`config.mk`:
```
export PLATFORM = sky130hd
export DESIGN_NAME = cpu_bus_stage
export DESIGN_NICKNAME = d
export VERILOG_FILES = /design/src/rtl/cpu_bus_pkg.sv /design/src/rtl/cpu_bus_stage_sync_chain.sv /design/src/rtl/cpu_bus_stage.sv
export SDC_FILE = /design/constraint.sdc
export NUM_CORES = 1
export LEC_CHECK = 0
export BUFFER_PORTS_ARGS = -buffer_cell sky130_fd_sc_hd__buf_2
export CAP_MARGIN = 0
export CORE_UTILIZATION = 46
export DETAILED_ROUTE_END_ITERATION = 6
export GPL_TIMING_DRIVEN = 0
export PLACE_DENSITY = 0.87
export SYNTH_ARGS = -nofsm -noshare
export SYNTH_HDL_FRONTEND = slang
export SYNTH_SLANG_ARGS = --single-unit
```
`constraint.sdc`:
```
create_clock -name clk -period 1.5 [get_ports clk]
set_input_delay 0 -clock clk [delete_from_list [all_inputs] [get_ports clk]]
set_output_delay 0 -clock clk [all_outputs]
set_load 0.05 [all_outputs]
```
`src/rtl/cpu_bus_pkg.sv`:
```
// Shared types and helpers for the CPU bus stage.
//   bus_state_e : bus sequencer state (RUN = launching accesses, WAIT = window stall)
//   win_match() : address window compare, operands zero-extended to MAX_AW bits
package cpu_bus_pkg;

    localparam int MAX_AW = 64;

    typedef enum logic {
        RUN  = 1'b0,
        WAIT = 1'b1
    } bus_state_e;

    function automatic logic win_match(
        input logic [MAX_AW-1:0] addr,
        input logic [MAX_AW-1:0] base,
        input logic [MAX_AW-1:0] mask
    );
        return (addr & mask) == (base & mask);
    endfunction

endpackage

```
`src/rtl/cpu_bus_stage_sync_chain.sv`:
```
// Multi-flop synchroniser for an asynchronous active-low level.
//   clk   : destination clock
//   reset : synchronous, active-high; chain resets to all 1s (deasserted)
//   d     : asynchronous input
//   q     : synchronised output, STAGES clk edges after d changes
module sync_chain #(
    parameter int STAGES = 2
) (
    input  logic clk,
    input  logic reset,
    input  logic d,
    output logic q
);

    logic [STAGES-1:0] sync_q;
    logic [STAGES-1:0] sync_d;

    always_comb begin
        sync_d = {sync_q[STAGES-2:0], d};
    end

    always_ff @(posedge clk) begin
        if (reset) begin
            sync_q <= '1;
        end else begin
            sync_q <= sync_d;
        end
    end

    assign q = sync_q[STAGES-1];

endmodule

```
`src/rtl/cpu_bus_stage.sv`:
```
// Bus stage between a 6502-class core and the system bus.
//   core_ce            : core clock enable, one clk every CE_DIV clks
//   core_ab/dbo/we     : core address, write data, write enable (sampled on core_ce)
//   ab/dbo/we_n        : registered bus address, write data, active-low write strobe
//   bus_stb            : one-clk pulse when a new bus cycle is launched
//   core_rdy           : low stalls the core (wait window or ext_ready low)
//   ext_ready          : external ready, sampled on core_ce clks only
//   irq_n_in/nmi_n_in  : asynchronous interrupts; irq_n/nmi_n are synchronised copies
module cpu_bus_stage
    import cpu_bus_pkg::*;
#(
    parameter int          AW          = 16,
    parameter int          DW          = 8,
    parameter int          CE_DIV      = 4,
    parameter logic [AW-1:0] WAIT_BASE = 'h8000,
    parameter logic [AW-1:0] WAIT_MASK = 'hC000,
    parameter int          WAIT_CYCLES = 2,
    parameter int          SYNC_STAGES = 2
) (
    input  logic          clk,
    input  logic          reset,
    input  logic [AW-1:0] core_ab,
    input  logic [DW-1:0] core_dbo,
    input  logic          core_we,
    output logic          core_ce,
    output logic          core_rdy,
    output logic [AW-1:0] ab,
    output logic [DW-1:0] dbo,
    output logic          we_n,
    output logic          bus_stb,
    input  logic          ext_ready,
    input  logic          irq_n_in,
    input  logic          nmi_n_in,
    output logic          irq_n,
    output logic          nmi_n
);

    localparam int              CNT_W    = (CE_DIV > 1) ? $clog2(CE_DIV) : 1;
    localparam int              WC_W     = (WAIT_CYCLES > 0) ? $clog2(WAIT_CYCLES + 1) : 1;
    localparam logic [CNT_W-1:0] CNT_LAST = CNT_W'(CE_DIV - 1);
    localparam logic [WC_W-1:0]  WC_INIT  = WC_W'(WAIT_CYCLES);
    localparam logic [WC_W-1:0]  WC_ONE   = WC_W'(1);
    localparam logic             WIN_EN   = (WAIT_CYCLES > 0);

    logic [CNT_W-1:0] cnt_q,      cnt_d;
    logic [WC_W-1:0]  wcnt_q,     wcnt_d;
    bus_state_e       state_q,    state_d;
    logic [AW-1:0]    ab_q,       ab_d;
    logic [DW-1:0]    dbo_q,      dbo_d;
    logic             we_n_q,     we_n_d;
    logic             bus_stb_q,  bus_stb_d;
    logic             core_rdy_q, core_rdy_d;
    logic             in_window;

    // With CE_DIV=1 the counter is pinned at 0 == CNT_LAST, so core_ce is constant 1.
    assign core_ce   = (cnt_q == CNT_LAST);
    assign in_window = WIN_EN && win_match(MAX_AW'(core_ab), MAX_AW'(WAIT_BASE), MAX_AW'(WAIT_MASK));

    always_comb begin
        cnt_d      = (cnt_q == CNT_LAST) ? '0 : cnt_q + 1'b1;
        wcnt_d     = wcnt_q;
        state_d    = state_q;
        ab_d       = ab_q;
        dbo_d      = dbo_q;
        we_n_d     = we_n_q;
        bus_stb_d  = 1'b0;
        core_rdy_d = core_rdy_q;

        if (core_ce) begin
            if (state_q == RUN) begin
                ab_d      = core_ab;
                dbo_d     = core_dbo;
                we_n_d    = ~core_we;
                bus_stb_d = 1'b1;
                if (in_window) begin
                    state_d    = WAIT;
                    wcnt_d     = WC_INIT;
                    core_rdy_d = 1'b0;
                end else begin
                    core_rdy_d = ext_ready;
                end
            end else begin
                // ext_ready only matters on the final window period; before that it is ignored.
                if (wcnt_q > WC_ONE) begin
                    wcnt_d = wcnt_q - 1'b1;
                end else if (ext_ready) begin
                    state_d    = RUN;
                    core_rdy_d = 1'b1;
                end
            end
        end
    end

    always_ff @(posedge clk) begin
        if (reset) begin
            cnt_q      <= '0;
            wcnt_q     <= '0;
            state_q    <= RUN;
            ab_q       <= '0;
            dbo_q      <= '0;
            we_n_q     <= 1'b1;
            bus_stb_q  <= 1'b0;
            core_rdy_q <= 1'b1;
        end else begin
            cnt_q      <= cnt_d;
            wcnt_q     <= wcnt_d;
            state_q    <= state_d;
            ab_q       <= ab_d;
            dbo_q      <= dbo_d;
            we_n_q     <= we_n_d;
            bus_stb_q  <= bus_stb_d;
            core_rdy_q <= core_rdy_d;
        end
    end

    assign ab       = ab_q;
    assign dbo      = dbo_q;
    assign we_n     = we_n_q;
    assign bus_stb  = bus_stb_q;
    assign core_rdy = core_rdy_q;

    sync_chain #(.STAGES(SYNC_STAGES)) u_irq_sync (
        .clk   (clk),
        .reset (reset),
        .d     (irq_n_in),
        .q     (irq_n)
    );

    sync_chain #(.STAGES(SYNC_STAGES)) u_nmi_sync (
        .clk   (clk),
        .reset (reset),
        .d     (nmi_n_in),
        .q     (nmi_n)
    );

endmodule

```
# Word-level counts from Yosys, hierarchy flattened
# Cells that the tools add are included.
[totals]
reg_bits = 36
latch_bits = 0
ram_bits = 0
romBits = 0
output_inout_bits = 30
mem_count = 0
[op_classes]
n_addsub = 2
multipliers = 0
div = 0
n_lt_le_gt_ge = 1
eq_ne = 5
n_shift = 0
n_mux = 12
bitwise_logic = 3
reduce_logical = 6
[ops]
columns = ["cell", "count"]
rows = [
  ["2-to-1 mux 1 bit", 9],
  ["2-to-1 mux 2 bit", 3],
  ["AND reduction 3 bit", 2],
  ["== test 2 bit, second input constant", 2],
  ["inequality test 2 bit, second input constant", 2],
  ["OR reduction 2 bit", 2],
  ["NOT 1 bit", 3],
  ["adder 2 x 1 -> 2 bit, second input constant", 1],
  ["greater-than comparator 2 x 1 -> 1 bit, second input constant", 1],
  ["inequality test 2 x 1 -> 1 bit, second input constant", 1],
  ["AND reduction 2 bit", 1],
  ["nonzero test 2 bit", 1],
  ["subtractor 2 x 1 -> 2 bit, second input constant", 1],
]

# Depth between registers and ports, before layout
[depth]
depth_word = 3
mapped_depth = 7
depth_no_buf = 5

# Modules after synthesis
# From an unflattened synthesis, not the netlist that was laid out.
[hier_totals]
cells_unflattened = 152
area_unflattened_um2 = 1347.5
[by_module_without_submodules]
columns = ["mod", "instances", "cells_each", "area_per_inst_um2", "seq_area_each_um2"]
rows = [
  ["cpu_bus_stage", 1, 144, 1242.4, 640.6],
  ["sync_chain", 2, 4, 52.6, 40.0],
]

# Worst setup path after synthesis
# OpenSTA, ideal clock, no wires.
[synth_path]
path_kind = "flip-flop to flip-flop"
startpoint = "register cnt_q[0]"
endpoint = "register core_rdy_q (netlist: core_rdy)"
t_arrival_ns = 1.504
required_time_ns = 1.378
path_slack_ns = -0.126
stages_incl_launch_ff = 6
period_less_slack_ns = 1.626
path_cell_list = "dfxtp_1 > ha_1 > buf_4 > nand2b_1 > buf_6 > a311o_1"
[synth_between]
elab_chain_cells = 2
[synth_lines]
columns = ["item", "line", "source"]
rows = [
  ["start: declaration", "cpu_bus_stage.sv:45", "logic [CNT_W-1:0] cnt_q, cnt_d;"],
  ["start signal: assignment", "cpu_bus_stage.sv:105", "cnt_q <= cnt_d;"],
  ["== test 2 bit", "cpu_bus_stage.sv:56", "assign core_ce = (cnt_q == CNT_LAST);"],
  ["named net core_ce", "cpu_bus_stage.sv:25", "output logic core_ce,"],
  ["AND reduction 3 bit (no source line)", "n/a", ""],
  ["end signal: assignment", "cpu_bus_stage.sv:112", "core_rdy_q <= core_rdy_d;"],
  ["end: declaration", "cpu_bus_stage.sv:52", "logic core_rdy_q, core_rdy_d;"],
]
# The timed path passes the listed nets, and every way through them passes these cells.
# A chain may end at the register's enable or synchronous reset.

# Worst setup path in the final report
[layout_path]
startpoint = "register cnt_q[0]"
endpoint = "register dbo_q[1] (netlist: dbo[1])"
[layout_between]
elab_chain_cells = 2
[layout_lines]
columns = ["item", "line", "source"]
rows = [
  ["== test 2 bit", "cpu_bus_stage.sv:56", ""],
  ["AND reduction 2 bit (no source line)", "n/a", ""],
  ["end signal: assignment", "cpu_bus_stage.sv:109", "dbo_q <= dbo_d;"],
  ["end: declaration", "cpu_bus_stage.sv:49", "logic [DW-1:0] dbo_q, dbo_d;"],
]
# Every way passes these cells.

==> reports/metrics.cfg <==
[setup_path]
cp.arrival_ns=1.66
worst-path-max-fanout=10
crit_path_end_kind=flop
path_class=reg2reg
cp.required_ns=1.77
slowest_stage=dfxtp_1
max_stage_delay_ns=0.36
cp_cell_sequence=ha_2 > buf_4 > nor2b_1 > buf_4 > buf_6 > nand2_1 > a21oi_1
critPathLaunchType=flop
cpMostUsedCell=buf_4
r2r_cells=7
r2r_slack_ns=0.11

[power_and_ir_drop]
powerDensity_nw_per_um2=958
power.total_mw=1.96
power_leakage_nw=0.880
peakVddDrop_mv=0.950

[sta]
rsz0062_at_grt=no
setup_tns_ns=0
finalClockSkew_ns=0.00522
tightestPinTransition_ns=0.513
timing.final.crit_share_pct=92.7
maxSlewViolCount=0
max_freq_ghz=0.719
setup_viol=0
fin_crit_ns=1.39
worst_slack_ns=0.110
maxSlewHeadroom_pct=65.8
finalHoldViolCount=0

[synth]
yosysWarnings=0
synth-compound-area-share_pct=15.3
synth_xor_area_share_pct=0
yosysSeqAreaShare_pct=53.3
synthAdderAreaFrac_pct=1.85
synth_area_um2=1350
synth_cell_types=25
synth_top_area_cell=dfxtp_1
synth_simple_gate_area_share_pct=22.8
synthDominantCellAreaShare_pct=53.3
syn-num-nets=185
synthCells=153
ys_seq_elements=36
netlist_top_cells_area=dfxtp_1 53%, nand2_1 14%, a21oi_1 7.8%
synth_top_family_by_area=simple AND/OR/NAND/NOR gates
synthMuxAreaShare_pct=0
avgSynthCellArea_um2=8.84

[place]
dp_hpwl_um=1990
portBuffers=58
gp_congestion=0.774
placed_area_um2=1680
pre_cts_slack_ns=0.142

[global_route]
track_usage_pct=23.1
grt_max_degree=12
grt_first_pass_wirelength_um=5570
overflow=0
grt_pass1_vias=1302
antenna_found_initial=0

[cells_and_area]
diodes=0
design_area_um2=2050
nets=280
n_fill_cell=214
layout-drive-gt1-share_pct=34.1
area_growth_pct=51.2

[routing]
wl_um=3390
vias=1330
drtPass1Iterations=4
final_antenna_net_count=0
wl_per_cell_um=12.1
drcViolationCount=0
drtIter0Drc=60
via_per_inst=4.75

[floorplan]
io_pins=60
fp.dieH_um=56.2
die_area_um2=3160
start_util_pct=48.6
placementRows=19
die_w_um=56.2
core_area_um2=2780

[clock_tree]
numCtsBuffers=5
cts_max_path_buffers=2
htreeDepth=2
cts-root-buf=clkbuf_4
cts.sink_count=36
cts_tree=built
clk_pin_slew_ns=0.10
worstSkewPairLatency_ns=0.34

[min_path]
hold_depth=3
hp-class=in2reg

[status]
status=completed

[flow_run]
maxCapViolations=0

-- state kept, by name (all words and copies together), names as in the netlist --
signal,count
ab,16
dbo,8
cnt_q,2
u_irq_sync.sync_q,2
u_nmi_sync.sync_q,2
wcnt_q,2
bus_stb,1
core_rdy,1
state_q,1
we_n,1
-- placed cells by master, fill, tap and decap left out --
master / n
nand2_1: 51
nor2_1: 2
a211oi_2: 1
clkbuf_1: 3
clkbuf_4: 5
buf_6: 5
nor3b_1: 2
o2bb2ai_1: 1
a211o_1: 1
nor4bb_1: 1
a211oi_1: 1
a21oi_2: 5
or2b_1: 1
nand2b_1: 2
buf_2: 59
inv_1: 1
a21oi_1: 21
nor3_1: 2
o21ai_0: 2
clkbuf_8: 1
clkinv_2: 2
nand3_1: 1
a311o_1: 1
buf_4: 2
ha_1: 1
dlygate4sd3_1: 30
dfxtp_1: 36
nor2b_1: 4
or2_2: 4
ha_2: 1
-- critical path, delay by kind of cell (launching register included) --
family          cells  cell delay, ns
compound gates      1            0.13
fa+ha+maj           1            0.19
buf+inv             3            0.45
flops               1            0.36
simple gates        2            0.19
-- routing by layer --
metal	GRT usage (%)	share of wire [%]	vias to the layer above
met4	7.67	1.3	0
met5	0	0	-
met2	41.8	50	47
li1	-	-	691
met3	7.44	5.3	5
met1	25.2	43	587
-- cells in the mapped netlist, drive strengths merged --
master and count:
a211o 1, a211oi 2, a21oi 26, a311o 1
buf 8, clkbuf 3, dfxtp 36, ha 2
inv 1, nand2 51, nand2b 2, nand3 1
nor2 2, nor2b 4, nor3 2, nor3b 2
nor4bb 1, o21ai 2, o2bb2ai 1, or2 4
or2b 1
-- final cells by class --
class | count | area, um2 | area share, %
clock buffer | 6 | 51.3 | 2.51
inverter | 1 | 3.75 | 0.183
buffer | 11 | 87.6 | 4.28
timing repair buffer | 88 | 591 | 28.9
multi-input combinational | 105 | 543 | 26.5
tap | 31 | 38.8 | 1.90
clock inverter | 2 | 10.0 | 0.489
sequential | 36 | 721 | 35.2
-- cell families (layout without fill, tap and decap cells) --
| kind of cell | count (synthesis) | in the layout |
|---|---|---|
| adder cells (fa/ha/maj) | 2 | 2 |
| flip-flops | 36 | 36 |
| buffers and inverters | 12 | 108 |
| AO/OA/AOI/OAI | 33 | 33 |
| AND/OR/NAND/NOR | 70 | 70 |
-- report_power, final --
part           total, mW  leakage, nW  internal, mW  switching (mW)
combinational      0.404        0.549         0.162           0.242
sequential          1.02        0.293          1.00          0.0206
clock              0.535       0.0380         0.223           0.312
-- worst paths after layout --
kind                                           start                    to
worst min-delay path                       ext_ready              core_rdy
worst max register to register              cnt_q[0]                dbo[1]
worst min register to register  u_irq_sync.sync_q[0]  u_irq_sync.sync_q[1]
worst max-delay path                        cnt_q[0]                dbo[1]
-- stage by stage --
step,utilization (%),std cells,hold slack [ns]
finish,73.5,280,0.0174
global route,73.5,280,0.0283
CTS,73.5,280,0.0136
detailed placement,60.5,242,0.186
global placement,60.5,242,0.182
floorplan,-,153,0.104
-- what timing repair did --
item                                   in CTS  in global routing
endpoints found under the hold margin      30                  0
gates resized for setup                     0                  0
buffers inserted                            0                  0
hold buffers                               30                  0
(Power assumes the default switching activity.)
